===== src/rtl/branch_predictor.sv =====
// Direct-mapped branch predictor + BTB: combinational fetch lookup, execute-stage mispredict/redirect and training.
// Optional gshare counter indexing is enabled by defining BP_GSHARE_EN.
module branch_predictor #(
  parameter int DATA_WIDTH = 32,
  parameter int INDEX_BITS = 6,
  parameter int TAG_BITS   = 8,
  parameter int HIST_BITS  = 6
) (
  input  logic                  clk,
  input  logic                  rst_i,
  input  logic [DATA_WIDTH-1:0] pc_f_i,
  output logic                  pred_taken_f_o,
  output logic [DATA_WIDTH-1:0] pred_target_f_o,
  input  logic                  update_en_e_i,
  input  logic                  jalr_e_i,
  input  logic                  jump_e_i,
  input  logic [DATA_WIDTH-1:0] pc_e_i,
  input  logic                  taken_e_i,
  input  logic [DATA_WIDTH-1:0] target_e_i,
  input  logic                  pred_taken_e_i,
  input  logic [DATA_WIDTH-1:0] pred_target_e_i,
  output logic                  mispredict_e_o,
  output logic [DATA_WIDTH-1:0] redirect_pc_e_o,
  output logic [31:0]           mispredict_cnt_o
);
  localparam int ENTRIES = 1 << INDEX_BITS;
  localparam int TAG_LO  = INDEX_BITS + 2;
  localparam int TAG_HI  = INDEX_BITS + TAG_BITS + 1;

  typedef logic [INDEX_BITS-1:0] idx_t;

  logic [ENTRIES-1:0]    valid_q;
  logic [ENTRIES-1:0]    jflag_q;
  logic [TAG_BITS-1:0]   tag_q    [ENTRIES];
  logic [DATA_WIDTH-1:0] target_q [ENTRIES];
  logic [1:0]            ctr_q    [ENTRIES];
  logic [31:0]           cnt_q, cnt_d;

  idx_t                idx_f, idx_e, cidx_f, cidx_e;
  logic [TAG_BITS-1:0] tag_f, tag_e;
  logic                hit_f, hit_e, train;
  logic [1:0]          ctr_e, ctr_upd;

  assign idx_f = pc_f_i[INDEX_BITS+1:2];
  assign idx_e = pc_e_i[INDEX_BITS+1:2];
  assign tag_f = pc_f_i[TAG_HI:TAG_LO];
  assign tag_e = pc_e_i[TAG_HI:TAG_LO];

  logic unused_pc;
  assign unused_pc = ^{pc_f_i[DATA_WIDTH-1:TAG_HI+1], pc_f_i[1:0],
                       pc_e_i[DATA_WIDTH-1:TAG_HI+1], pc_e_i[1:0]};

  assign train = update_en_e_i & ~jalr_e_i;

`ifdef BP_GSHARE_EN
  logic [HIST_BITS-1:0] ghr_q, ghr_d;

  // Only conditional branches carry direction information worth remembering.
  always_comb begin
    ghr_d = ghr_q;
    if (train && !jump_e_i) ghr_d = {ghr_q[HIST_BITS-2:0], taken_e_i};
  end

  always_ff @(posedge clk) begin
    if (rst_i) ghr_q <= '0;
    else       ghr_q <= ghr_d;
  end

  assign cidx_f = idx_f ^ idx_t'(ghr_q);
  assign cidx_e = idx_e ^ idx_t'(ghr_q);
`else
  localparam int unused_hist = HIST_BITS;
  assign cidx_f = idx_f;
  assign cidx_e = idx_e;
`endif

  // Fetch lookup
  assign hit_f           = valid_q[idx_f] && (tag_q[idx_f] == tag_f);
  assign pred_taken_f_o  = hit_f && (jflag_q[idx_f] || ctr_q[cidx_f][1]);
  assign pred_target_f_o = pred_taken_f_o ? target_q[idx_f] : '0;

  // Execute resolution
  assign mispredict_e_o  = update_en_e_i &&
                           ((taken_e_i != pred_taken_e_i) ||
                            (taken_e_i && (target_e_i != pred_target_e_i)));
  assign redirect_pc_e_o = taken_e_i ? target_e_i : pc_e_i + DATA_WIDTH'(4);

  assign hit_e = valid_q[idx_e] && (tag_q[idx_e] == tag_e);
  assign ctr_e = ctr_q[cidx_e];

  always_comb begin
    ctr_upd = ctr_e;
    if (taken_e_i && ctr_e != 2'b11)       ctr_upd = ctr_e + 2'd1;
    else if (!taken_e_i && ctr_e != 2'b00) ctr_upd = ctr_e - 2'd1;
  end

  always_comb begin
    cnt_d = cnt_q;
    if (mispredict_e_o && cnt_q != 32'hFFFF_FFFF) cnt_d = cnt_q + 32'd1;
  end

  always_ff @(posedge clk) begin
    if (rst_i) begin
      cnt_q <= '0;
    end else begin
      cnt_q <= cnt_d;
    end
  end

  // Table state; tag/target arrays need no reset since valid gates every use.
  always_ff @(posedge clk) begin
    if (rst_i) begin
      valid_q <= '0;
      jflag_q <= '0;
      for (int i = 0; i < ENTRIES; i++) ctr_q[i] <= 2'b01;
    end else if (train) begin
      if (hit_e) begin
        ctr_q[cidx_e] <= ctr_upd;
        if (taken_e_i) target_q[idx_e] <= target_e_i;
      end else if (taken_e_i) begin
        valid_q[idx_e]  <= 1'b1;
        jflag_q[idx_e]  <= jump_e_i;
        tag_q[idx_e]    <= tag_e;
        target_q[idx_e] <= target_e_i;
        ctr_q[cidx_e]   <= 2'b10;
      end
    end
  end

  assign mispredict_cnt_o = cnt_q;
endmodule


===== config.mk =====
export PLATFORM = sky130hd
export DESIGN_NAME = branch_predictor
export DESIGN_NICKNAME = d
export VERILOG_FILES = /design/src/rtl/branch_predictor.sv
export SDC_FILE = /design/constraint.sdc
export NUM_CORES = 2
export LEC_CHECK = 0
export BUFFER_PORTS_ARGS = -buffer_cell sky130_fd_sc_hd__clkbuf_2
export CAP_MARGIN = 40
export CORE_MARGIN = 2
export CORE_UTILIZATION = 30
export CTS_BUF_LIST = sky130_fd_sc_hd__clkbuf_8
export CTS_CLUSTER_DIAMETER = 40
export DETAILED_ROUTE_END_ITERATION = 16
export HOLD_SLACK_MARGIN = 0.1
export SYNTH_ARGS = -nofsm -noshare
export SYNTH_HDL_FRONTEND = slang
export SYNTH_SLANG_ARGS = --single-unit
export TNS_END_PERCENT = 30

===== constraint.sdc =====
create_clock -name clk -period 5.1 [get_ports clk]
set_input_delay 1.02 -clock clk [delete_from_list [all_inputs] [get_ports clk]]
set_output_delay 1.02 -clock clk [all_outputs]
set_load 0.03 [all_outputs]

==> impl_metrics.py <==
metrics = {
    "timing": {
        "tightest_slew_ns": 0.967,
        "relSlewSlack_pct": 35.4,
        "tns_ns": -31.48,
        "drv_slew": 0,
        "fin_crit_ns": 6.22,
        "max_freq_ghz": 0.161,
        "hold_violations": 0,
        "fin_skew_ns": 0.177,
        "setup_viol": 34,
        "setup_ws_ns": -1.12,
        "period_share_pct": 122,
        "rsz0062_at_grt": "true",
    },
    "synth": {
        "synthTopCellsByCount": "2688 x edfxtp_1, 918 x mux4_2, 244 x nor2_1",
        "synth_area_leader_cell": "edfxtp_1",
        "synthDistinctLibCells": 78,
        "syn_avg_cell_area_um2": 19.6,
        "syn_area_mm2": 0.119,
        "synth.most_common_cell": "edfxtp_1",
        "synth_area_leaders": "edfxtp_1 68%, mux4_2 17%, dfxtp_1 2.7%",
        "synth_ff_type": "edfxtp_1",
        "syn-instance-count": 6053,
        "yosysWarnings": 0,
        "synthArstFlopShare_pct": 0,
        "synth_nets": 6192,
        "ys_seq_area_share_pct": 70.8,
        "synth_seq_cells": 2848,
        "synth_edf_count": 2688,
        "synthDominantCellAreaShare_pct": 68.1,
    },
    "global_route": {
        "grt_start_max_net_pins": 97,
        "first_global_vias": 68400,
        "track_usage_pct": 18.4,
        "grt_pass1_wl_um": 526000,
        "grt_overflow": 0,
        "antenna_found_initial": 24,
    },
    "route": {
        "drc": 0,
        "drt_wl_total_um": 380000,
        "via_per_inst": 5.39,
        "firstDrtPassIters": 6,
        "post_drt_wl_per_cell_um": 30.1,
        "drt_iter0_markers": 8825,
        "num_vias": 68100,
        "ant_nets": 0,
    },
    "critical_path": {
        "start_kind": "input pin",
        "critPathKind": "input pin to output port",
        "reg2reg_depth": 12,
        "critPathRequiredTime_ns": 4.08,
        "r2r_slack_ns": 0.58,
        "cp.arrival_ns": 5.20,
        "cp_max_fo": 7,
        "r2r-end": "tag_q[11][0]$_DFFE_PP_",
        "endpoint_kind": "output port",
        "rr_startpoint": "tag_q[14][0]$_DFFE_PP_",
    },
    "die": {
        "num_rows": 230,
        "initial_core_util_pct": 30.2,
        "dieArea_mm2": 0.400,
        "die_x_um": 633,
        "ioPinCount": 233,
        "die_h_um": 633,
        "core_area_mm2": 0.393,
    },
    "cts": {
        "h-tree-depth": 5,
        "cts_sinks": 2848,
        "clk_latency_ns": 1.10,
        "ctsHoldBuffers": 0,
        "numCtsBuffers": 458,
        "cts_buffer_depth": 4,
        "cts_root_buffer": "clkbuf_8",
        "cts.clk_slew.worst_paths_ns": 0.06,
        "cts_tree": "done",
    },
    "final_layout": {
        "regArea_mm2": 0.0839,
        "multi_input_area_mm2": 0.0337,
        "drive_gt1_share_pct": 36.4,
        "nets": 7160,
        "nFillCells": 36000,
        "area_delta_synth_final_pct": 20.6,
        "final_core_util_pct": 36.4,
    },
    "min_path": {
        "holdCritStartpoint": "target_e_i[26]",
        "timing.hold.worst_endpoint": "target_q[1][26]$_DFFE_PP_",
        "hold_class": "input pin to flop",
        "holdPathStages": 1,
    },
    "run": {
        "cap_violations": 0,
    },
    "status": {
        "outcome": "finished, violations left",
        "violations": "negative setup slack",
    },
    "power_and_ir_drop": {
        "power_density_mw_per_mm2": 339,
        "p_sw_mw": 11.4,
        "p_seq_share_pct": 53.0,
        "p_leak_nw": 45.7,
        "p_int_mw": 37.1,
        "vdd_ir_drop_max_mv": 0.229,
        "comb_power_share_pct": 7.2,
        "p_sw_share_pct": 23.5,
        "p_clk_share_pct": 39.8,
    },
    "place": {
        "place.gp.congestion": 0.917,
        "dp_hpwl_um": 231000,
        "post-place-ws_ns": -1.25,
        "io_buffers": 214,
    },
}
[area by class of cell]
cell class                      count  share of cell area [%]
Antenna cell                        5                 0.00875
Clock buffer                      472                    4.54
Multi-Input combinational cell   2714                    23.6
Inverter                           58                   0.152
Tap cell                         5220                    4.57
Clock inverter                    363                    1.66
Timing Repair Buffer              941                    6.79
Sequential cell                  2848                    58.7
[cell usage in the layout (no fill, tap or decap), drive strengths merged, types with 88 or more instances in the layout]
master | synthesis | routed
mux2i | 177 | 177
mux4 | 918 | 918
edfxtp | 2688 | 2688
clkinv | 0 | 160
clkbuf | 238 | 658
nand2 | 193 | 193
dfxtp | 160 | 160
nor2 | 245 | 245
a21oi | 112 | 112
nor2b | 88 | 88
buf | 195 | 755
inv | 58 | 219
[kinds of logic (layout without fill, tap and decap cells)]
logic type	after synthesis	in the layout	synth area share, %
AO/OA/AOI/OAI	524	524	3.05
XOR/XNOR	98	98	0.724
adder cells (fa/ha/maj)	4	4	0.0422
buffers and inverters	491	1834	1.86
flip-flops	2848	2848	70.8
multiplexers	1129	1129	19.3
other	0	5	0
AND/OR/NAND/NOR	959	959	4.24
[layer usage]
layer / GRT usage [%] / share of wire (%) / routed length (um) / vias up
met5: 0 / 0.015 / 57 / -
met4: 6.59 / 3.9 / 14900 / 8
met3: 3.75 / 9.1 / 34400 / 660
met2: 29.8 / 47 / 180000 / 3807
met1: 24.7 / 39 / 150000 / 36500
li1: - / - / - / 27100
[sequential cells by signal (all words and copies together) (netlist names)]
signal,flops
ctr_q,128
jflag_q,64
mispredict_cnt_o,32
tag_q,512
target_q,2048
valid_q,64
[per-stage QoR]
step,area [um^2],hold slack (ns),instances,power (mW)
2_1_floorplan,119000,0.432,6053,27.9
5_1_grt,143000,0.279,12600,49.9
3_3_place_gp,133000,0.452,11800,29.6
4_1_cts,143000,0.249,12600,48.8
6_report,143000,0.357,12600,48.5
3_5_place_dp,133000,0.456,11800,29.6
[power by group through the flow]
stage	Combinational (mW)	Sequential [mW]	Clock (mW)
after floorplan	1.75	26.2	0
after global placement	3.40	26.2	0
after detailed placement	3.45	26.2	0
after CTS	3.48	25.7	19.6
after global routing	3.63	25.7	20.6
final	3.49	25.7	19.3
[worst max-delay path by stage]
stage | from | slack (ns) | end
floorplan | pc_f_i[3] | -0.03 | pred_target_f_o[10]
global placement | pc_f_i[2] | -1.35 | pred_target_f_o[8]
detailed placement | pc_f_i[2] | -1.25 | pred_target_f_o[8]
CTS | tag_q[23][3]$_DFFE_PP_ | -1.05 | pred_target_f_o[8]
global route | tag_q[23][3]$_DFFE_PP_ | -1.11 | pred_target_f_o[8]
finish | pc_f_i[2] | -1.12 | pred_target_f_o[8]
[critical path, stage by stage]
cell	delay, ns
buf_16	0.13
buf_16	0.14
buf_4	0.13
mux4_2	0.49
mux4_2	0.53
mux4_2	0.52
xor2_2	0.19
nor2_1	0.13
nand4_1	0.12
nand4b_1	0.58
buf_12	0.36
buf_16	0.16
a211oi_4	0.38
clkbuf_8	0.26
[timing repair]
item | in CTS | in global routing
buffers inserted | 9 | 6
endpoints found under the setup margin | 38 | 37
cloned | 2 | 2
gates resized for setup | 91 | 46
pin swaps | 6 | 7
(Power assumes the default switching activity.)
